==> config.mk <==
export PLATFORM = sky130hd
export DESIGN_NAME = peripheral_timer_flat
export DESIGN_NICKNAME = d
export VERILOG_FILES = /design/src/rtl/peripheral_timer_if.sv /design/src/rtl/peripheral_timer.sv /design/src/flat_wrapper.sv
export SDC_FILE = /design/constraint.sdc
export NUM_CORES = 1
export LEC_CHECK = 0
export ABC_AREA = 1
export CAP_MARGIN = 20
export CORE_ASPECT_RATIO = 0.8
export CORE_MARGIN = 2
export CORE_UTILIZATION = 40
export CTS_BUF_LIST = sky130_fd_sc_hd__clkbuf_4 sky130_fd_sc_hd__clkbuf_8
export CTS_CLUSTER_DIAMETER = 60
export DETAILED_ROUTE_END_ITERATION = 8
export PLACE_DENSITY = 0.71
export SYNTH_ARGS = -nofsm -noshare
export SYNTH_HDL_FRONTEND = slang
export SYNTH_SLANG_ARGS = --single-unit
==> constraint.sdc <==
create_clock -name clk -period 1.6 [get_ports clk]
set_input_delay 0.4 -clock clk [delete_from_list [all_inputs] [get_ports clk]]
set_output_delay 0.4 -clock clk [all_outputs]
set_load 0.005 [all_outputs]
==> src/rtl/peripheral_timer_if.sv <==
// ----------------------------------------------------------------------------
// peripheral_timer_if
//   J1 I/O bus slave handshake shared by the SoC peripherals.
//   Signals:
//     d_in  [15:0]  write data from the J1 core
//     cs            chip select from the SoC address decoder
//     addr  [3:0]   register select
//     rd, wr        read / write strobes
//     d_out [15:0]  read data returned to the SoC read mux
//   Modports: master (bus driver: core or testbench), slave (peripheral).
// ----------------------------------------------------------------------------
interface peripheral_timer_if;
    logic [15:0] d_in;
    logic        cs;
    logic [3:0]  addr;
    logic        rd;
    logic        wr;
    logic [15:0] d_out;

    modport master (
        output d_in, cs, addr, rd, wr,
        input  d_out
    );

    modport slave (
        input  d_in, cs, addr, rd, wr,
        output d_out
    );
endinterface

==> src/rtl/peripheral_timer.sv <==
// ----------------------------------------------------------------------------
// peripheral_timer
//   Programmable prescaled timer on the J1 I/O bus. Counts prescaled ticks up
//   to a compare value, then sets a sticky DONE flag and an optional level
//   interrupt. One-shot and periodic (auto-restart) modes.
//
//   Ports:
//     clk   system clock
//     rst   synchronous, active-high reset
//     bus   peripheral_timer_if.slave (d_in, cs, addr, rd, wr, d_out)
//     irq   registered level interrupt = DONE & IRQ_EN, one clock late
//
//   Register map (16-bit, addr[3:0]):
//     0x0 CTRL      [0]EN [1]PERIODIC [2]IRQ_EN
//     0x2 PRESCALE  one tick every PRESCALE+1 clocks
//     0x4 COMPARE   terminal count
//     0x6 COUNT     current count; write also clears the prescaler
//     0x8 STATUS    R: [0]DONE [1]RUNNING [15:8]match count   W: bit0=1 clears DONE
//
//   Build option: define TIMER_MATCH_COUNT_EN to add an 8-bit saturating
//   count of matches since DONE was last cleared, read in STATUS[15:8].
//   Without it STATUS[15:8] reads 0 and no counter is built.
// ----------------------------------------------------------------------------
module peripheral_timer #(
    parameter logic [15:0] PRESCALE_RST = 16'h0000,
    parameter logic [15:0] COMPARE_RST  = 16'hFFFF
) (
    input  logic                    clk,
    input  logic                    rst,
    peripheral_timer_if.slave       bus,
    output logic                    irq
);

    typedef enum logic {ST_IDLE, ST_RUN} state_t;

    state_t      state_q, state_d;
    logic        periodic_q, periodic_d;
    logic        irq_en_q, irq_en_d;
    logic [15:0] prescale_q, prescale_d;
    logic [15:0] compare_q, compare_d;
    logic [15:0] count_q, count_d;
    logic [15:0] pre_q, pre_d;
    logic        done_q, done_d;
    logic        irq_q, irq_d;
`ifdef TIMER_MATCH_COUNT_EN
    logic [7:0]  mcnt_q, mcnt_d;
`endif

    logic        wr_en;
    logic        ctrl_wr, prescale_wr, compare_wr, count_wr, status_wr;
    logic        stop_req;
    logic        done_set;
    logic        done_clr;
    logic        running;
    logic [7:0]  status_hi;
    logic [15:0] rdata;

    assign running = (state_q == ST_RUN);

    always_comb begin
        state_d    = state_q;
        periodic_d = periodic_q;
        irq_en_d   = irq_en_q;
        prescale_d = prescale_q;
        compare_d  = compare_q;
        count_d    = count_q;
        pre_d      = pre_q;
        done_set   = 1'b0;

        wr_en       = bus.cs & bus.wr;
        ctrl_wr     = wr_en && (bus.addr == 4'h0);
        prescale_wr = wr_en && (bus.addr == 4'h2);
        compare_wr  = wr_en && (bus.addr == 4'h4);
        count_wr    = wr_en && (bus.addr == 4'h6);
        status_wr   = wr_en && (bus.addr == 4'h8);
        // A stop request freezes COUNT and the prescaler on its own edge.
        stop_req    = ctrl_wr && !bus.d_in[0];

        if (running && !stop_req) begin
            if (pre_q == prescale_q) begin
                pre_d = 16'h0000;
                if (count_q == compare_q) begin
                    done_set = 1'b1;
                    if (periodic_q) begin
                        count_d = 16'h0000;
                    end else begin
                        // One-shot: COUNT is left holding the compare value.
                        state_d = ST_IDLE;
                    end
                end else begin
                    count_d = count_q + 16'd1;
                end
            end else begin
                pre_d = pre_q + 16'd1;
            end
        end

        if (ctrl_wr) begin
            periodic_d = bus.d_in[1];
            irq_en_d   = bus.d_in[2];
            if (bus.d_in[0] && !running) begin
                state_d = ST_RUN;
                count_d = 16'h0000;
                pre_d   = 16'h0000;
            end else if (!bus.d_in[0]) begin
                state_d = ST_IDLE;
            end
        end

        if (prescale_wr) begin
            prescale_d = bus.d_in;
        end
        if (compare_wr) begin
            compare_d = bus.d_in;
        end
        // Software load wins over a tick on the same edge.
        if (count_wr) begin
            count_d = bus.d_in;
            pre_d   = 16'h0000;
        end

        // Hardware set has priority over a software clear.
        done_clr = status_wr && bus.d_in[0];
        if (done_set) begin
            done_d = 1'b1;
        end else if (done_clr) begin
            done_d = 1'b0;
        end else begin
            done_d = done_q;
        end

        irq_d = done_q & irq_en_q;
    end

`ifdef TIMER_MATCH_COUNT_EN
    always_comb begin
        mcnt_d = mcnt_q;
        if (done_clr) begin
            mcnt_d = 8'h00;
        end
        // Applied after the clear so a match on the clear edge leaves 1.
        if (done_set && (mcnt_d != 8'hFF)) begin
            mcnt_d = mcnt_d + 8'd1;
        end
    end

    always_ff @(posedge clk) begin
        if (rst) begin
            mcnt_q <= 8'h00;
        end else begin
            mcnt_q <= mcnt_d;
        end
    end

    assign status_hi = mcnt_q;
`else
    assign status_hi = 8'h00;
`endif

    always_ff @(posedge clk) begin
        if (rst) begin
            state_q    <= ST_IDLE;
            periodic_q <= 1'b0;
            irq_en_q   <= 1'b0;
            prescale_q <= PRESCALE_RST;
            compare_q  <= COMPARE_RST;
            count_q    <= 16'h0000;
            pre_q      <= 16'h0000;
            done_q     <= 1'b0;
            irq_q      <= 1'b0;
        end else begin
            state_q    <= state_d;
            periodic_q <= periodic_d;
            irq_en_q   <= irq_en_d;
            prescale_q <= prescale_d;
            compare_q  <= compare_d;
            count_q    <= count_d;
            pre_q      <= pre_d;
            done_q     <= done_d;
            irq_q      <= irq_d;
        end
    end

    always_comb begin
        rdata = 16'h0000;
        case (bus.addr)
            4'h0:    rdata = {13'h0000, irq_en_q, periodic_q, running};
            4'h2:    rdata = prescale_q;
            4'h4:    rdata = compare_q;
            4'h6:    rdata = count_q;
            4'h8:    rdata = {status_hi, 6'b000000, running, done_q};
            default: rdata = 16'h0000;
        endcase
    end

    assign bus.d_out = (bus.cs && bus.rd) ? rdata : 16'h0000;
    assign irq       = irq_q;

endmodule

==> src/flat_wrapper.sv <==
// flat-port wrapper written by rule: the top's interface ports become plain ports
module peripheral_timer_flat 
#(
    parameter logic [15:0] PRESCALE_RST = 16'h0000,
    parameter logic [15:0] COMPARE_RST  = 16'hFFFF
)
  (clk, rst, irq, bus_d_in, bus_cs, bus_addr, bus_rd, bus_wr, bus_d_out);
  peripheral_timer_if bus_i ();
  input  logic clk;
  input  logic rst;
  output logic irq;
  input wire logic [$bits(bus_i.d_in)-1:0] bus_d_in;
  input wire logic [$bits(bus_i.cs)-1:0] bus_cs;
  input wire logic [$bits(bus_i.addr)-1:0] bus_addr;
  input wire logic [$bits(bus_i.rd)-1:0] bus_rd;
  input wire logic [$bits(bus_i.wr)-1:0] bus_wr;
  output wire logic [$bits(bus_i.d_out)-1:0] bus_d_out;
  assign bus_i.d_in = bus_d_in;
  assign bus_i.cs = bus_cs;
  assign bus_i.addr = bus_addr;
  assign bus_i.rd = bus_rd;
  assign bus_i.wr = bus_wr;
  assign bus_d_out = bus_i.d_out;
  peripheral_timer #(.PRESCALE_RST(PRESCALE_RST), .COMPARE_RST(COMPARE_RST)) u_core (.clk(clk), .rst(rst), .bus(bus_i), .irq(irq));
endmodule
==> qor.csv, run 1 <==
metric,value,unit
status,finished with violations,
violations,setup timing,
die_width,118,µm
slew_headroom,76.7,%
cts_made_buffers,9,
fin_crit_sh,123,%
rsz0062_at_grt,true,
cts.reportedPaths.clkPinSlew,0.07,ns
r2r_slack,-0.26,ns
p_sw,0.000932,W
netlist_area,4180,µm²
coreArea,10200,µm²
drt-vias-per-instance,5.15,
worst_path_max_delay_cell,o22ai_2,
holdPathEnd,u_core.irq,
min_from,u_core.irq_en_q,
final_area,6960,µm²
crit_path_end_kind,output pin,
synth-adder-area-share,0.598,%
hold_buffers,0,
postSynthAreaPerCell,5.90,µm²
drv_slew,0,
start_kind,primary input,
final_cell_mix,"177 x nand2_1, 137 x buf_4, 74 x inv_1",
die-area,11300,µm²
diodes,0,
drive_gt1_share,49.3,%
required,1.20,ns
cp-startpoint,bus_addr[0],
drt_pre_antenna_iters,5,
regArea,1450,µm²
cap_violations,0,
synth-simple-area-share,33.9,%
hp-class,reg2reg,
worst_r2r_path_depth,13,
cts_tree,done,
io_pins,42,
final.setup.tns,-11.72,ns
fin_skew,0.00442,ns
area_growth_syn_to_layout,66.4,%
path_buf_inv,7,
yosys_warnings,0,
synth.mux.area_fraction,0,%
vdd.ir_drop.worst,0.401,mV
grt_max_degree,33,
r2r_start,u_core.prescale_q[3],
die_h,95.5,µm
gr-total-overflow,0,
pwr-share-seq,47.6,%
synth_xor_area_share,0.209,%
hold_depth,2,
postRouteAntennaNets,0,
port_buffers,41,
ys_seq_area_share,33.0,%
crit_chain,"buf_8, nor2_4, buf_6, nand2_4, buf_12, buf_12, buf_6, o22ai_2, o21ai_1, inv_1, buf_2",
layout_commonest_cell,nand2_1,
p_leak,3.25,nW
cts.sinks,69,
worstPathArrival,1.56,ns
rows,33,
power_frac_clock,39.6,%
synth_top_family_by_area,simple AND/OR/NAND/NOR gates,
r2r_end,u_core.count_q[1],
antenna_found_initial,0,
cp_max_fo,6,
layout.nets,927,
hold_viol_final,0,
gp_congestion,0.891,
timing.fmax,509,MHz
cell_internal_pwr,0.00273,W
cts-root-buf,clkbuf_8,
p_per_area,526,nW/µm²
multiInputGateArea,2940,µm²
start_util,41.0,%
tightest_slew,0.349,ns
slowest_delay,0.14,ns
drt_iter0_markers,381,
path_class,in2out,
synth_fp_nets,736,
avgRoutedWirePerCell,15.1,µm
grt_pass1_vias,5076,
grt_pass1_wl,24.8,mm
clk_latency,0.35,ns
comb_power_share,12.7,%
finalWorstSetupSlack,-0.363,ns
dpl.hpwl,10.5,mm
synthDistinctLibCells,25,
placedInstanceArea,5690,µm²
htree_levels,3,
synthCells,709,
grt_usage,27.6,%
num-fill-cells,859,
clk_path_buf_depth,2,
synth_seq_cells,69,
wirelength,15.8,mm
path_delay_family,buffers and inverters,
num_vias,5375,
drc,0,
setup_viol,49,
synth_compound_area_share,19.1,%
finalCriticalPeriod,1.96,ns
sw_frac_of_total,25.5,%
## kinds of logic (layout without fill, tap and decap cells)
family	Yosys count	after routing
and+or+nand+nor	348	348
AOI/OAI and AO/OA	150	150
buffers and inverters	139	333
DFF	69	69
adders and majority gates	2	2
xor gates and xnor gates	1	1
## stage by stage
step                setup WS, ns  total power (W)  utilization (%)  std cells  hold WS [ns]
floorplan                0.00870          0.00192                -        709         0.430
global placement          -0.943          0.00212             55.8        993         0.455
detailed placement        -0.969          0.00212             55.8        993         0.453
CTS                       -0.352          0.00360             63.8       1037         0.475
global route              -0.421          0.00378             68.3       1043         0.502
finish                    -0.363          0.00366             68.3       1043         0.477
## layer usage
metal / routed length (µm) / part of all wire (%) / track usage (%) / vias up
met1: 6560 / 42 / 32.9 / 2532
met3: 957 / 6.1 / 5.74 / 31
met2: 7910 / 50 / 51.0 / 181
met5: 0 / 0 / 0 / -
li1: - / - / - / 2631
met4: 345 / 2.2 / 7.33 / 0
## repair_timing
| item | CTS | global route |
|---|---|---|
| pin swaps | 39 | 69 |
| setup endpoints to repair | 70 | 61 |
| setup buffers | 27 | 9 |
| cloned | 3 | 0 |
| gates resized for setup | 216 | 180 |
## worst max path at each step
stage                          to  depth (start not counted)
finish              bus_d_out[10]                         11
global route        bus_d_out[10]                         11
CTS                 bus_d_out[12]                         12
detailed placement   bus_d_out[2]                          9
global placement     bus_d_out[8]                          9
floorplan           bus_d_out[10]                          7
## worst reg2reg max path, cell delays in order (launching register included)
cell and delay, ns:
dfxtp_2 0.34, inv_1 0.05, nand2_1 0.06, nand2_1 0.07, nor2_2 0.16, nand2_2 0.09, nor2_4 0.15, nand2_2 0.10
nor2_4 0.25, buf_8 0.20, nand2_4 0.07, nand2_2 0.07, nand3_2 0.06, a21oi_2 0.14
## synth_stat cells
master | n | area share (%)
a211oi_1 | 2 | 0.36
a21oi_1 | 63 | 7.5
a21oi_4 | 1 | 0.39
a221oi_1 | 3 | 0.63
buf_2 | 4 | 0.48
buf_6 | 3 | 0.81
clkbuf_1 | 17 | 1.5
dfxtp_1 | 69 | 33
ha_1 | 2 | 0.60
inv_1 | 105 | 9.4
inv_2 | 10 | 0.90
nand2_1 | 217 | 19
nand2_2 | 2 | 0.30
nand3_1 | 41 | 4.9
nand3b_1 | 3 | 0.54
nand4_1 | 7 | 1.0
nor2_1 | 65 | 5.8
nor2_2 | 4 | 0.60
nor2_4 | 1 | 0.27
nor3_1 | 8 | 0.96
o21ai_0 | 60 | 7.2
o21ai_1 | 4 | 0.48
o22ai_1 | 16 | 2.4
o31ai_1 | 1 | 0.18
xor2_1 | 1 | 0.21
## state kept, by name, indices dropped and copies added (netlist names)
register / flops
u_core.pre_q: 16
u_core.irq_en_q: 1
u_core.compare_q: 16
u_core.done_q: 1
u_core.count_q: 16
u_core.running: 1
u_core.prescale_q: 16
u_core.irq: 1
u_core.periodic_q: 1
## power groups by stage
stage                     logic [W]  clock network, W  registers (W)
after global routing       0.000497           0.00154        0.00175
after global placement     0.000338                 0        0.00178
final                      0.000466           0.00145        0.00174
after detailed placement   0.000342                 0        0.00178
after floorplan            0.000139                 0        0.00178
after CTS                  0.000413           0.00145        0.00174
## area by class of cell
| class | instances | share of cell area, % |
|---|---|---|
| inverter | 115 | 6.43 |
| clock buffer | 12 | 2.19 |
| sequential | 69 | 20.9 |
| timing repair inverter | 1 | 0.162 |
| tap | 140 | 2.52 |
| timing repair buffer | 203 | 25.1 |
| clock inverter | 2 | 0.503 |
| multi-input combinational | 501 | 42.2 |
Note: power is estimated with default switching activity, not from simulation.
==> inputs of run 2 (changes only) <==
--- a/config.mk
+++ b/config.mk
@@ -6,6 +6,7 @@
 export NUM_CORES = 1
 export LEC_CHECK = 0
 export ABC_AREA = 1
+export ABC_CLOCK_PERIOD_IN_PS = 1600
 export CAP_MARGIN = 20
 export CORE_ASPECT_RATIO = 0.8
 export CORE_MARGIN = 2
==> results of run 2 <==
No change in the layout: final DEF, timing and power equal those of run 1.
==> inputs of run 3 (changes only) <==
==> constraint.sdc (replaced) <==
create_clock -name clk -period 1.6 [get_ports clk]
set_input_delay 0.4 -clock clk [delete_from_list [all_inputs] [get_ports clk]]
set_output_delay 0.4 -clock clk [all_outputs]
set_load 0.02 [all_outputs]
==> qor.csv, run 3 (synthesis results as in run 1) <==
metric,value,unit,change
status,finished with violations,,
violations,setup timing,,
hold_viol_final,0,,unchanged
clk_latency,0.37,ns,+0.02 ns
coreArea,10200,µm²,unchanged
die-area,11300,µm²,unchanged
slowest_delay,0.19,ns,+0.05 ns
finalCriticalPeriod,1.86,ns,-0.101 ns
finalWorstSetupSlack,-0.263,ns,+0.101 ns
antenna_found_initial,0,,unchanged
tightest_slew,0.412,ns,+0.0634 ns
grt_usage,28.9,%,+1.3 points
path_class,in2out,,
layout.nets,923,,-0.43%
port_buffers,41,,unchanged
final.setup.tns,-8.70,ns,+3.02 ns
clk_path_buf_depth,2,,unchanged
fin_skew,0.0110,ns,+0.00661 ns
path_buf_inv,5,,-2
cts.reportedPaths.clkPinSlew,0.08,ns,about the same
gp_congestion,0.893,,+0.20%
vdd.ir_drop.worst,0.441,mV,+9.9%
start_util,41.0,%,unchanged
required,1.20,ns,about the same
crit_chain,"buf_6, inv_4, nor2_4, nand2_4, buf_12, o22ai_1, o21ai_1, inv_1, buf_6",,
diodes,0,,unchanged
cts.sinks,69,,unchanged
htree_levels,3,,unchanged
io_pins,42,,unchanged
postRouteAntennaNets,0,,unchanged
cap_violations,0,,unchanged
worst_path_max_delay_cell,buf_12,,
wirelength,16.7,mm,+5.9%
num-fill-cells,851,,-0.93%
drt_iter0_markers,479,,+26%
p_per_area,518,nW/µm²,-1.4%
dpl.hpwl,10.5,mm,-0.48%
path_delay_family,buffers and inverters,,
hp-class,reg2reg,,
fin_crit_sh,116,%,-6.3 points
drv_slew,0,,unchanged
rsz0062_at_grt,true,,
grt_pass1_wl,25.6,mm,+3.1%
p_leak,3.32,nW,+2.2%
die_width,118,µm,unchanged
num_vias,5472,,+1.8%
cts_made_buffers,9,,unchanged
grt_pass1_vias,5172,,+1.9%
layout_commonest_cell,nand2_1,,
grt_max_degree,33,,unchanged
worstPathArrival,1.46,ns,-0.10 ns
drive_gt1_share,46.2,%,-3.1 points
rows,33,,unchanged
gr-total-overflow,0,,unchanged
area_growth_syn_to_layout,72.0,%,
die_h,95.5,µm,unchanged
crit_path_end_kind,output pin,,
drc,0,,unchanged
timing.fmax,537,MHz,+5.4%
cts_tree,done,,
slew_headroom,72.4,%,-4.2 points
cp_max_fo,7,,+1
drt_pre_antenna_iters,5,,unchanged
p_total,0.00373,W,+1.9%
final_cell_mix,"170 x nand2_1, 129 x buf_4, 81 x inv_1",,
cts-root-buf,clkbuf_8,,
avgRoutedWirePerCell,16.1,µm,+6.2%
setup_viol,49,,unchanged
drt-vias-per-instance,5.26,,+2.1%
start_kind,primary input,,
cpMostUsedCell,buf_6,,
-- run 3: cell count changes in the layout (fill, tap and decap cells not counted), moves of 7 or more --
cell     before  now
dfxtp_2      57   30
dfxtp_1      12   37
buf_2        14    1
buf_6        15   27
inv_2        37   27
buf_4       137  129
inv_1        74   81
nand2_1     177  170
-- run 3: final cells by class --
class	count	area [µm²]	area share, %
clock buffers	11	145	2.02
clock inverters	4	48.8	0.678
inverters	115	460	6.40
multi-input cells	501	3000	41.7
flip-flops and latches	69	1430	19.8
well taps	140	175	2.43
repair buffers	199	1930	26.9
repair inverters	1	7.51	0.104
-- run 3: per-stage QoR --
stage / hold slack (ns) / instance area (µm²) / util (%) / cells / worst slack [ns]
after floorplan: 0.430 / 4200 / - / 709 / -0.0207
after global placement: 0.457 / 5640 / 55.3 / 981 / -1.07
after detailed placement: 0.464 / 5640 / 55.3 / 981 / -1.13
after CTS: 0.484 / 6730 / 66.0 / 1029 / -0.192
after global routing: 0.507 / 7200 / 70.6 / 1040 / -0.313
final: 0.492 / 7200 / 70.6 / 1040 / -0.263
-- run 3: where the power goes --
group,internal [W],leakage (nW),switching [W]
Clock,0.000769,0.103,0.000706
Combinational,0.000241,2.65,0.000275
Sequential,0.00173,0.570,0.0000111
Total,0.00274,3.32,0.000993
-- run 3: final timing paths --
check,start,to,slack [ns],cells past startpoint
setup reg to reg,u_core.pre_q[0],u_core.pre_q[15],-0.22,14
setup / recovery,bus_addr[2],bus_d_out[6],-0.26,9
hold reg to reg,u_core.done_q,u_core.done_q,0.49,2
hold / removal,u_core.done_q,u_core.done_q,0.49,2
-- run 3: what timing repair did --
action / in CTS / in global routing
setup endpoints to repair: 73 / 59
pin swaps: 45 / 50
cloned: 7 / 1
gates resized for setup: 290 / 126
hold buffers: 0 / 0
buffers inserted: 26 / 12
-- run 3: worst register-to-register path, delay by kind of cell (launching register included) --
| family | cells | cell delay (ns) |
|---|---|---|
| AO/OA/AOI/OAI | 2 | 0.16 |
| buffers and inverters | 4 | 0.40 |
| AND/OR/NAND/NOR | 8 | 0.78 |
| flip-flops | 1 | 0.38 |
-- run 3: per-layer routing --
layer	vias up	track usage [%]	share of wire [%]	wire length, µm
met5	-	0	0	0
met4	0	12.1	3.0	496
met3	45	5.86	7.0	1160
met2	231	51.7	49	8220
met1	2558	34.2	41	6830
li1	2638	-	-	-
